### config.mk
export PLATFORM = sky130hd
export DESIGN_NAME = regfile_sb
export DESIGN_NICKNAME = d
export VERILOG_FILES = /design/src/rtl/regfile_pkg.sv /design/src/rtl/regfile_clear_fsm.sv /design/src/rtl/regfile_sb.sv
export SDC_FILE = /design/constraint.sdc
export NUM_CORES = 2
export LEC_CHECK = 0
export BUFFER_PORTS_ARGS = -buffer_cell sky130_fd_sc_hd__buf_2
export CORE_UTILIZATION = 57
export CTS_CLUSTER_SIZE = 12
export DETAILED_ROUTE_END_ITERATION = 8
export PLACE_DENSITY = 0.77
export SLEW_MARGIN = 10
export SYNTH_ARGS = -nofsm -noshare
export SYNTH_HDL_FRONTEND = slang
export SYNTH_SLANG_ARGS = --single-unit
### constraint.sdc
create_clock -name clk -period 2.95 [get_ports clk]
set_input_delay 0.59 -clock clk [delete_from_list [all_inputs] [get_ports clk]]
set_output_delay 0.59 -clock clk [all_outputs]
set_load 0.005 [all_outputs]
### src/rtl/regfile_pkg.sv
// Shared definitions for the scoreboarded register file: default geometry
// constants and the bulk-clear state machine encoding.
package regfile_pkg;

    localparam int DEF_N    = 32;
    localparam int DEF_ADDR = 5;
    localparam int DEF_NRD  = 2;

    typedef enum logic [1:0] {
        CLR_IDLE  = 2'd0,
        CLR_CLEAR = 2'd1,
        CLR_DONE  = 2'd2
    } clr_state_e;

endpackage : regfile_pkg

### src/rtl/regfile_clear_fsm.sv
// Bulk-clear engine: walks every register address once, one per cycle,
// then signals completion for a single cycle before going idle again.
module regfile_clear_fsm
    import regfile_pkg::*;
#(
    parameter int ADDR = DEF_ADDR
) (
    input  logic            clk,
    input  logic            reset,
    input  logic            clear_i,
    output logic            clear_start_o,
    output logic            clear_we_o,
    output logic [ADDR-1:0] clear_addr_o,
    output logic            clear_busy_o,
    output logic            clear_done_o
);

    clr_state_e      state_q, state_d;
    logic [ADDR-1:0] cnt_q, cnt_d;

    // Next-state and output decode for the clear sequence.
    always_comb begin
        // NOTE: every output gets a default before the case so no path leaves
        // a signal unassigned, which would otherwise infer a latch.
        state_d       = state_q;
        cnt_d         = cnt_q;
        clear_start_o = 1'b0;
        clear_we_o    = 1'b0;
        clear_busy_o  = 1'b0;
        clear_done_o  = 1'b0;
        case (state_q)
            CLR_IDLE: begin
                if (clear_i) begin
                    state_d       = CLR_CLEAR;
                    cnt_d         = '0;
                    clear_start_o = 1'b1;
                end
            end
            CLR_CLEAR: begin
                clear_busy_o = 1'b1;
                clear_we_o   = 1'b1;
                cnt_d        = cnt_q + 1'b1;
                if (cnt_q == '1) begin
                    state_d = CLR_DONE;
                end
            end
            CLR_DONE: begin
                clear_busy_o = 1'b1;
                clear_done_o = 1'b1;
                state_d      = CLR_IDLE;
            end
            default: begin
                state_d = CLR_IDLE;
            end
        endcase
    end

    assign clear_addr_o = cnt_q;

    // State and address counter registers with synchronous active-low reset.
    always_ff @(posedge clk) begin
        // NOTE: sequential state uses non-blocking assignments so every flop
        // samples its pre-edge inputs regardless of statement order.
        if (!reset) begin
            state_q <= CLR_IDLE;
            cnt_q   <= '0;
        end else begin
            state_q <= state_d;
            cnt_q   <= cnt_d;
        end
    end

endmodule : regfile_clear_fsm

### src/rtl/regfile_sb.sv
// Multi-port register file with per-register busy scoreboard, optional
// write-to-read forwarding and a bulk-clear engine. Register 0 is hardwired
// to zero and can never be marked busy.
module regfile_sb
    import regfile_pkg::*;
#(
    parameter int N      = DEF_N,
    parameter int ADDR   = DEF_ADDR,
    parameter int NRD    = DEF_NRD,
    parameter int BYPASS = 1
) (
    input  logic                clk,
    input  logic                reset,
    input  logic                Reg_Write_i,
    input  logic [ADDR-1:0]     Write_Register_i,
    input  logic [N-1:0]        Write_Data_i,
    input  logic [NRD*ADDR-1:0] Read_Register_i,
    output logic [NRD*N-1:0]    Read_Data_o,
    output logic [NRD-1:0]      Read_Busy_o,
    input  logic                Issue_i,
    input  logic [ADDR-1:0]     Issue_Register_i,
    output logic                Issue_Stall_o,
    input  logic                Clear_i,
    output logic                Clear_Busy_o,
    output logic                Clear_Done_o
);

    localparam int DEPTH = 1 << ADDR;

    logic [N-1:0]     regs_q [DEPTH];
    logic [N-1:0]     regs_d [DEPTH];
    logic [DEPTH-1:0] busy_q, busy_d;

    logic            clr_start;
    logic            clr_we;
    logic [ADDR-1:0] clr_addr;
    logic            clr_busy;
    logic            clr_done;
    logic            wr_ok;
    logic            issue_ok;

    regfile_clear_fsm #(.ADDR(ADDR)) u_clear (
        .clk          (clk),
        .reset        (reset),
        .clear_i      (Clear_i),
        .clear_start_o(clr_start),
        .clear_we_o   (clr_we),
        .clear_addr_o (clr_addr),
        .clear_busy_o (clr_busy),
        .clear_done_o (clr_done)
    );

    assign Clear_Busy_o  = clr_busy;
    assign Clear_Done_o  = clr_done;

    // Writes and issues are locked out while the clear engine owns the array.
    assign Issue_Stall_o = Issue_i & (busy_q[Issue_Register_i] | clr_busy);
    assign wr_ok         = Reg_Write_i & ~clr_busy & (Write_Register_i != '0);
    assign issue_ok      = Issue_i & ~Issue_Stall_o & (Issue_Register_i != '0);

    // Next array and scoreboard contents; a same-cycle issue overrides the
    // busy clear from a write, and starting a clear drops every busy bit.
    always_comb begin
        regs_d = regs_q;
        busy_d = busy_q;
        if (clr_we) begin
            regs_d[clr_addr] = '0;
        end
        if (wr_ok) begin
            regs_d[Write_Register_i] = Write_Data_i;
            busy_d[Write_Register_i] = 1'b0;
        end
        if (issue_ok) begin
            busy_d[Issue_Register_i] = 1'b1;
        end
        if (clr_start) begin
            busy_d = '0;
        end
    end

    // Array and scoreboard storage with synchronous active-low reset.
    always_ff @(posedge clk) begin
        // NOTE: the array is reset explicitly because reads must return zero
        // right after reset; this keeps it in flops rather than a RAM macro.
        if (!reset) begin
            regs_q <= '{default: '0};
            busy_q <= '0;
        end else begin
            regs_q <= regs_d;
            busy_q <= busy_d;
        end
    end

    // Combinational read ports with optional forwarding of the write data.
    for (genvar k = 0; k < NRD; k++) begin : g_rd
        logic [ADDR-1:0] rd_addr;
        logic            hit;
        assign rd_addr = Read_Register_i[k*ADDR +: ADDR];
        assign hit     = (BYPASS != 0) && wr_ok && (Write_Register_i == rd_addr);
        assign Read_Data_o[k*N +: N] = hit ? Write_Data_i : regs_q[rd_addr];
        assign Read_Busy_o[k]        = hit ? 1'b0 : busy_q[rd_addr];
    end

endmodule : regfile_sb

== After elaboration in Yosys (flattened, before gate mapping) ==
Index checks and enable logic that the tools add are counted.

* Bits in registers: 1063
* Logic and storage cells: 126
* Output and inout port bits: 69

* Muxes and demuxes: 39
* $add $sub $neg: 1
* Eq/ne operators: 7
* Magnitude comparators: 12
* Reduce and logical (&&, ||, !) cells: 14
* Bitwise gates (word level): 18

{| class="wikitable"
|+ Operators by type and width
! kind !! count
|-
| 1024-bit two-way mux || 2
|-
| 1024-bit AND || 1
|-
| 1024-bit bitwise mux || 1
|-
| 1024-bit inverter || 1
|-
| 32-bit binary-select mux with 5-bit select || 2
|-
| 32-bit demux with 5-bit select || 2
|-
| 32-bit two-way mux || 10
|-
| 32-bit AND || 1
|-
| 32-bit inverter || 1
|-
| 32-bit bitwise OR || 1
|-
| 6-bit >= comparator, second input constant || 4
|-
| 5-bit by 6-bit < comparator with 1-bit output, second input constant || 4
|-
| 5-bit inverter with 6-bit output || 4
|-
| 1-bit binary-select mux with 5-bit select || 3
|-
| 6-bit by 1-bit < comparator with 1-bit output, second input constant || 2
|-
| 1-bit two-way mux || 12
|-
| 1-bit demux with 5-bit select || 2
|-
| 5-bit == test || 2
|-
| 5-bit by 1-bit >= comparator with 1-bit output, second input constant || 2
|-
| 5-bit case mux with 2 select lines || 1
|-
| 5-bit nonzero test || 2
|-
| 1-bit logical AND || 6
|-
| 5-bit by 1-bit adder with 5-bit output, second input constant || 1
|-
| 1-bit AND || 5
|-
| 14 further kinds || 19
|}

== Depth between registers and ports, before layout ==
* Word-level depth: 10
* Depth in mapped cells: 9

== Hierarchy ==
From an unflattened synthesis, not the netlist that was laid out.

* Cell total of the unflattened synthesis: 5515
* Area, all modules: 57368.8 sq um

{| class="wikitable"
|+ By module, submodules not included
! module !! sequential area each (sq um) !! area each (sq um) !! cells an instance !! times used
|-
| regfile_sb || 21140.3 || 56947.1 || 5469 || 1
|-
| regfile_clear_fsm || 140.1 || 421.7 || 46 || 1
|}

== Worst setup path before layout ==
Ideal clock, no wire load.

* Path kind: in2out
* From: in Read_Register_i[5]
* To: out Read_Data_o[34]
* Arrival: 2351 ps
* Required time: 2360 ps
* Stages: 6
* Setup slack: 9 ps
* Path buffers: 3
* Cells stage by stage: buf_4 > buf_2 > buf_2 > mux4_2 > and3b_1 > o41ai_1

* Longest elaborated chain between the ends: 5

{| class="wikitable"
|+ Ends and longest elaborated chain
! element !! RTL line !! RTL
|-
| start, declared || regfile_sb.sv:17 || <nowiki>input logic [NRD*ADDR-1:0] Read_Register_i,</nowiki>
|-
| 5-bit inverter with 6-bit output (implied by the code) || regfile_sb.sv:100 || <nowiki>assign Read_Data_o[k*N +: N] = hit ? Write_Data_i : regs_q[rd_addr];</nowiki>
|-
| 32-bit binary-select mux with 5-bit select || regfile_sb.sv:100 ||
|-
| 32-bit two-way mux (implied by the code) (2 in a row) || regfile_sb.sv:100 ||
|-
| 32-bit two-way mux (*) || regfile_sb.sv:100 ||
|-
| end, declared || regfile_sb.sv:18 || <nowiki>output logic [NRD*N-1:0] Read_Data_o,</nowiki>
|}

Every way passes the cells marked *; elsewhere a longest branch is shown, timed or not. The select of a mux whose other input is x is not followed.

== Final worst setup path ==
* From: reg u_clear.state_q[1]
* To: out Read_Data_o[3]

* Longest elaborated chain between the ends: 8

{| class="wikitable"
|+ Ends and longest elaborated chain
! element !! RTL line !! RTL
|-
| start, declared || regfile_clear_fsm.sv:18 || <nowiki>clr_state_e state_q, state_d;</nowiki>
|-
| start signal, assigned || regfile_clear_fsm.sv:68 || <nowiki>state_q <= state_d;</nowiki>
|-
| 2-bit == test / 2-bit by 1-bit == test with 1-bit output (equally long branches) || regfile_clear_fsm.sv:31 || <nowiki>case (state_q)</nowiki>
|-
| 2-bit OR reduction (no source line) (*) || -- ||
|-
| 1-bit two-way mux (*) || regfile_clear_fsm.sv:31 ||
|-
| 1-bit inverter (*) || regfile_sb.sv:58 || <nowiki>assign wr_ok = Reg_Write_i & ~clr_busy & (Write_Register_i != '0);</nowiki>
|-
| 1-bit AND (*) (2 in a row) || regfile_sb.sv:58 ||
|-
| 1-bit logical AND (*) || regfile_sb.sv:99 || <nowiki>assign hit = (BYPASS != 0) && wr_ok && (Write_Register_i == rd_addr);</nowiki>
|-
| 32-bit two-way mux (*) || regfile_sb.sv:100 ||
|}

Every way passes the cells marked *; elsewhere a longest branch is shown, timed or not.

==> flow_metrics.py <==
metrics = {
    "grt": {
        "grt_max_degree": 255,
        "grt_pass1_wl_mm": 335,
        "grt_pass1_vias": 52058,
        "grt-ovfl-total": 0,
        "antenna_found_initial": 10,
        "track_usage_pct": 46.3,
    },
    "place": {
        "placedCellCount": 6674,
        "place_congestion": 0.984,
        "dp_hpwl_mm": 139,
        "dp_slack_ns": -0.259,
        "port_buffers": 125,
    },
    "sta": {
        "timing.hold.ws_ns": 0.170,
        "finalSetupViolCount": 67,
        "finalCriticalPeriod_ns": 3.36,
        "fmax_mhz": 297,
        "worst_slack_ns": -0.414,
        "skew_ns": 0.0399,
        "fin_crit_sh_pct": 114,
        "hold_viol_final": 0,
        "worst_slew_pin_slew_ns": 1.39,
        "rsz0062_at_grt": "true",
        "drv_slew": 0,
        "slew_headroom_pct": 7.28,
    },
    "cells_and_area": {
        "n_fill_cell": 6931,
        "nets": 5609,
        "final_util_pct": 66.9,
        "layout-drive-gt1-share_pct": 26.4,
        "stdcell_count": 6896,
        "syn2layout_area_growth_pct": 16.4,
    },
    "setup_path": {
        "arrival_ns": 2.77,
        "reg2regPathDepth": 10,
        "rrSetupSlack_ns": 0.23,
        "r2r-start": "u_clear.state_q[0]$_SDFFE_PN0P_",
        "worst-path-buf-inv": 5,
        "worstPathMaxFanout": 7,
        "startpoint_type": "flop",
        "crit_chain": "inv_2, ha_4, nand2b_4, a21oi_4, buf_6, nand3_4, buf_12, buf_16, mux2_2, buf_2",
        "rr_endpoint": "regs_q[926]$_SDFF_PN0_",
        "crit_path_end_kind": "output port",
        "cp.required_ns": 2.36,
        "slowest_stage": "mux2_2",
        "critical_path_class": "reg2out",
        "path_delay_family": "buffers and inverters",
        "crit_start": "u_clear.state_q[1]$_SDFFE_PN0P_",
        "cpPeakStageDelay_ns": 0.38,
    },
    "synth": {
        "yosys.area.top_type": "dfxtp_1",
        "netlist_area_sq_mm": 0.0546,
        "synth_top_area_share_pct": 39.0,
        "synth_seq_cells": 1063,
        "synth_enable_flop_cells": 0,
        "yosysWarnings": 0,
        "synth_nets": 5627,
        "synth_flop_cell": "dfxtp_1",
        "yosysSeqAreaShare_pct": 39.0,
        "syn_inst": 5562,
        "syn-mean-instance-area_sq_um": 9.82,
        "synth_cell_type_count": 57,
        "ys_async_sr_fraction_pct": 0,
        "yosys-top-cells-area": "dfxtp_1 (39%), mux4_2 (22%), a22oi_1 (6.9%), nor2_1 (5.0%), clkbuf_1 (3.8%)",
    },
    "worst_hold_path": {
        "worstHoldPathType": "in2reg",
        "hold_depth": 3,
        "hold_start": "Write_Data_i[25]",
        "min_to": "regs_q[25]$_SDFF_PN0_",
    },
    "clock_network": {
        "numCtsBuffers": 111,
        "hold_buffers": 0,
        "insertion_delay_ns": 0.74,
        "h-tree-depth": 3,
        "cts_tree": "done",
        "cts.clk_slew.worst_paths_ns": 0.06,
        "cts_root_buf": "clkbuf_16",
        "cts_num_sinks": 1063,
        "cts_max_path_buffers": 3,
    },
    "floorplan": {
        "coreArea_sq_mm": 0.0950,
        "initial_core_util_pct": 57.5,
        "fp.dieH_um": 312,
        "fp-row-count": 113,
        "die-area_sq_mm": 0.0970,
        "io_pins": 126,
        "die_w_um": 312,
    },
    "run_status": {
        "status": "finished, violations left",
        "violations": "DRC, setup timing",
    },
    "drt": {
        "post_drt_wl_per_cell_um": 33.6,
        "drt-pass1-iter-count": 9,
        "via_per_inst": 7.83,
        "ant_nets": 0,
        "vias": 54022,
        "wl_mm": 232,
        "drtIter0Drc": 11474,
        "post-route-drc-count": 15,
    },
    "pwr": {
        "irDropWorstVdd_mv": 0.484,
        "power.density_mw_per_mm2": 505,
        "p_leak_nw": 23.5,
        "fin_total_pwr_mw": 32.1,
    },
    "run": {
        "maxCapViolations": 0,
    },
}
-- per-layer routing --
metal	GRT usage [%]	wire length, um	up-vias
li1	-	-	21043
met1	55.2	72200	25436
met2	64.1	93800	5779
met3	19.5	41400	1754
met4	39.4	24100	10
met5	0	152	-
-- synthesized netlist by cell type, drive strengths merged (2+ instances only) --
library cell  count
dfxtp          1063
a32oi             6
nor4b             2
and2             55
or3b              6
nand3           311
nor2b            14
or2               2
o21a             32
a22oi           499
mux2             66
ha                8
nand2           268
nand2b            7
a22o              4
a21oi           263
o22ai           249
or3               3
a211oi            2
nor3b             6
a2111oi           2
and4bb            2
a32o              2
and3            299
mux2i            34
o32ai             9
o21ai             4
inv               9
o31ai            10
nor2            726
o41ai             3
o311ai            2
nor3              6
nand3b           11
clkbuf          552
buf             172
a31oi           224
and3b            10
mux4            528
xor2             10
nor4             65
nand4             8
-- tightest hold or removal path: cells and delay by family --
family	cells	cell delay (ns)
AND/OR/NAND/NOR	1	0.06
AO/OA/AOI/OAI	1	0.05
buffers and inverters	1	0.14
-- cells in the final DEF, fill, tap and decap left out, types with 26 or more instances in the layout --
cell       synthesis  layout
a31oi_1          224     224
dfxtp_2            0      36
buf_12             0     139
clkbuf_1         552      33
dfxtp_1         1063    1027
buf_2            128     105
mux4_2           528     528
mux2_2            66      50
o22ai_1          249     248
clkbuf_8           0      26
nand2_1          268     253
a21oi_1          263     261
o21a_1            32      32
nor2_1           726     726
a22oi_1          499     488
and2_1            54      34
mux2i_1           34      32
nor4_1            65      63
and3_1           299     296
clkbuf_16          0     112
nand3_1          311     302
buf_4             11     314
-- final cells by class --
type | count | area (sq um) | share of cell area [%]
clock buffers | 171 | 3280 | 5.17
inverters | 10 | 45.0 | 0.0709
multi-input cells | 3765 | 30800 | 48.5
well taps | 1265 | 1580 | 2.49
diodes | 6 | 15.0 | 0.0236
repair buffers | 593 | 6230 | 9.80
flip-flops and latches | 1063 | 21300 | 33.6
clock inverters | 23 | 229 | 0.360
-- where the power goes --
group | leakage (nW) | total [mW] | switching (mW) | internal, mW
logic | 13.2 | 3.63 | 2.24 | 1.39
registers | 8.58 | 14.5 | 0.0764 | 14.4
clock network | 1.73 | 13.9 | 6.12 | 7.79
-- worst max path at each step --
stage / endpoint / slack, ns / cells after the start
6_report: Read_Data_o[3] / -0.41 / 10
5_1_grt: Read_Data_o[9] / -0.45 / 10
4_1_cts: Read_Data_o[32] / -0.34 / 10
3_5_place_dp: Read_Data_o[38] / -0.26 / 7
3_3_place_gp: Read_Data_o[38] / -0.27 / 7
2_1_floorplan: Read_Data_o[34] / 0.009 / 6
-- metrics by stage --
| stage | setup TNS, ns | instance area, sq um |
|---|---|---|
| 4_1_cts | -17.43 | 63400 |
| 5_1_grt | -22.32 | 63500 |
| 6_report | -20.16 | 63600 |
| 3_3_place_gp | -7.48 | 59200 |
| 2_1_floorplan | 0 | 54600 |
| 3_5_place_dp | -7.70 | 59200 |
-- registers in the layout, indices dropped and copies added, names as in the netlist --
name and count:
regs_q 1024, u_clear.clear_addr_o 5, busy_q 32, u_clear.state_q 2
-- cells by family after synthesis --
kind of cell / share of synthesized area (%)
and+or+nand+nor: 15.5
AOI/OAI and AO/OA: 15.9
adders and majority gates: 0.183
muxes: 23.8
xor gates and xnor gates: 0.160
buffers and inverters: 5.50
DFF: 39.0
-- what timing repair did --
action                                  4_1_cts  5_1_grt
resized for setup                            80       46
cloned                                        7        0
pin swaps                                     6        3
buffers inserted                             14        5
endpoints found under the setup margin       67       67
endpoints found under the hold margin         0        0
No activity file was read; power rests on OpenSTA's default activity.
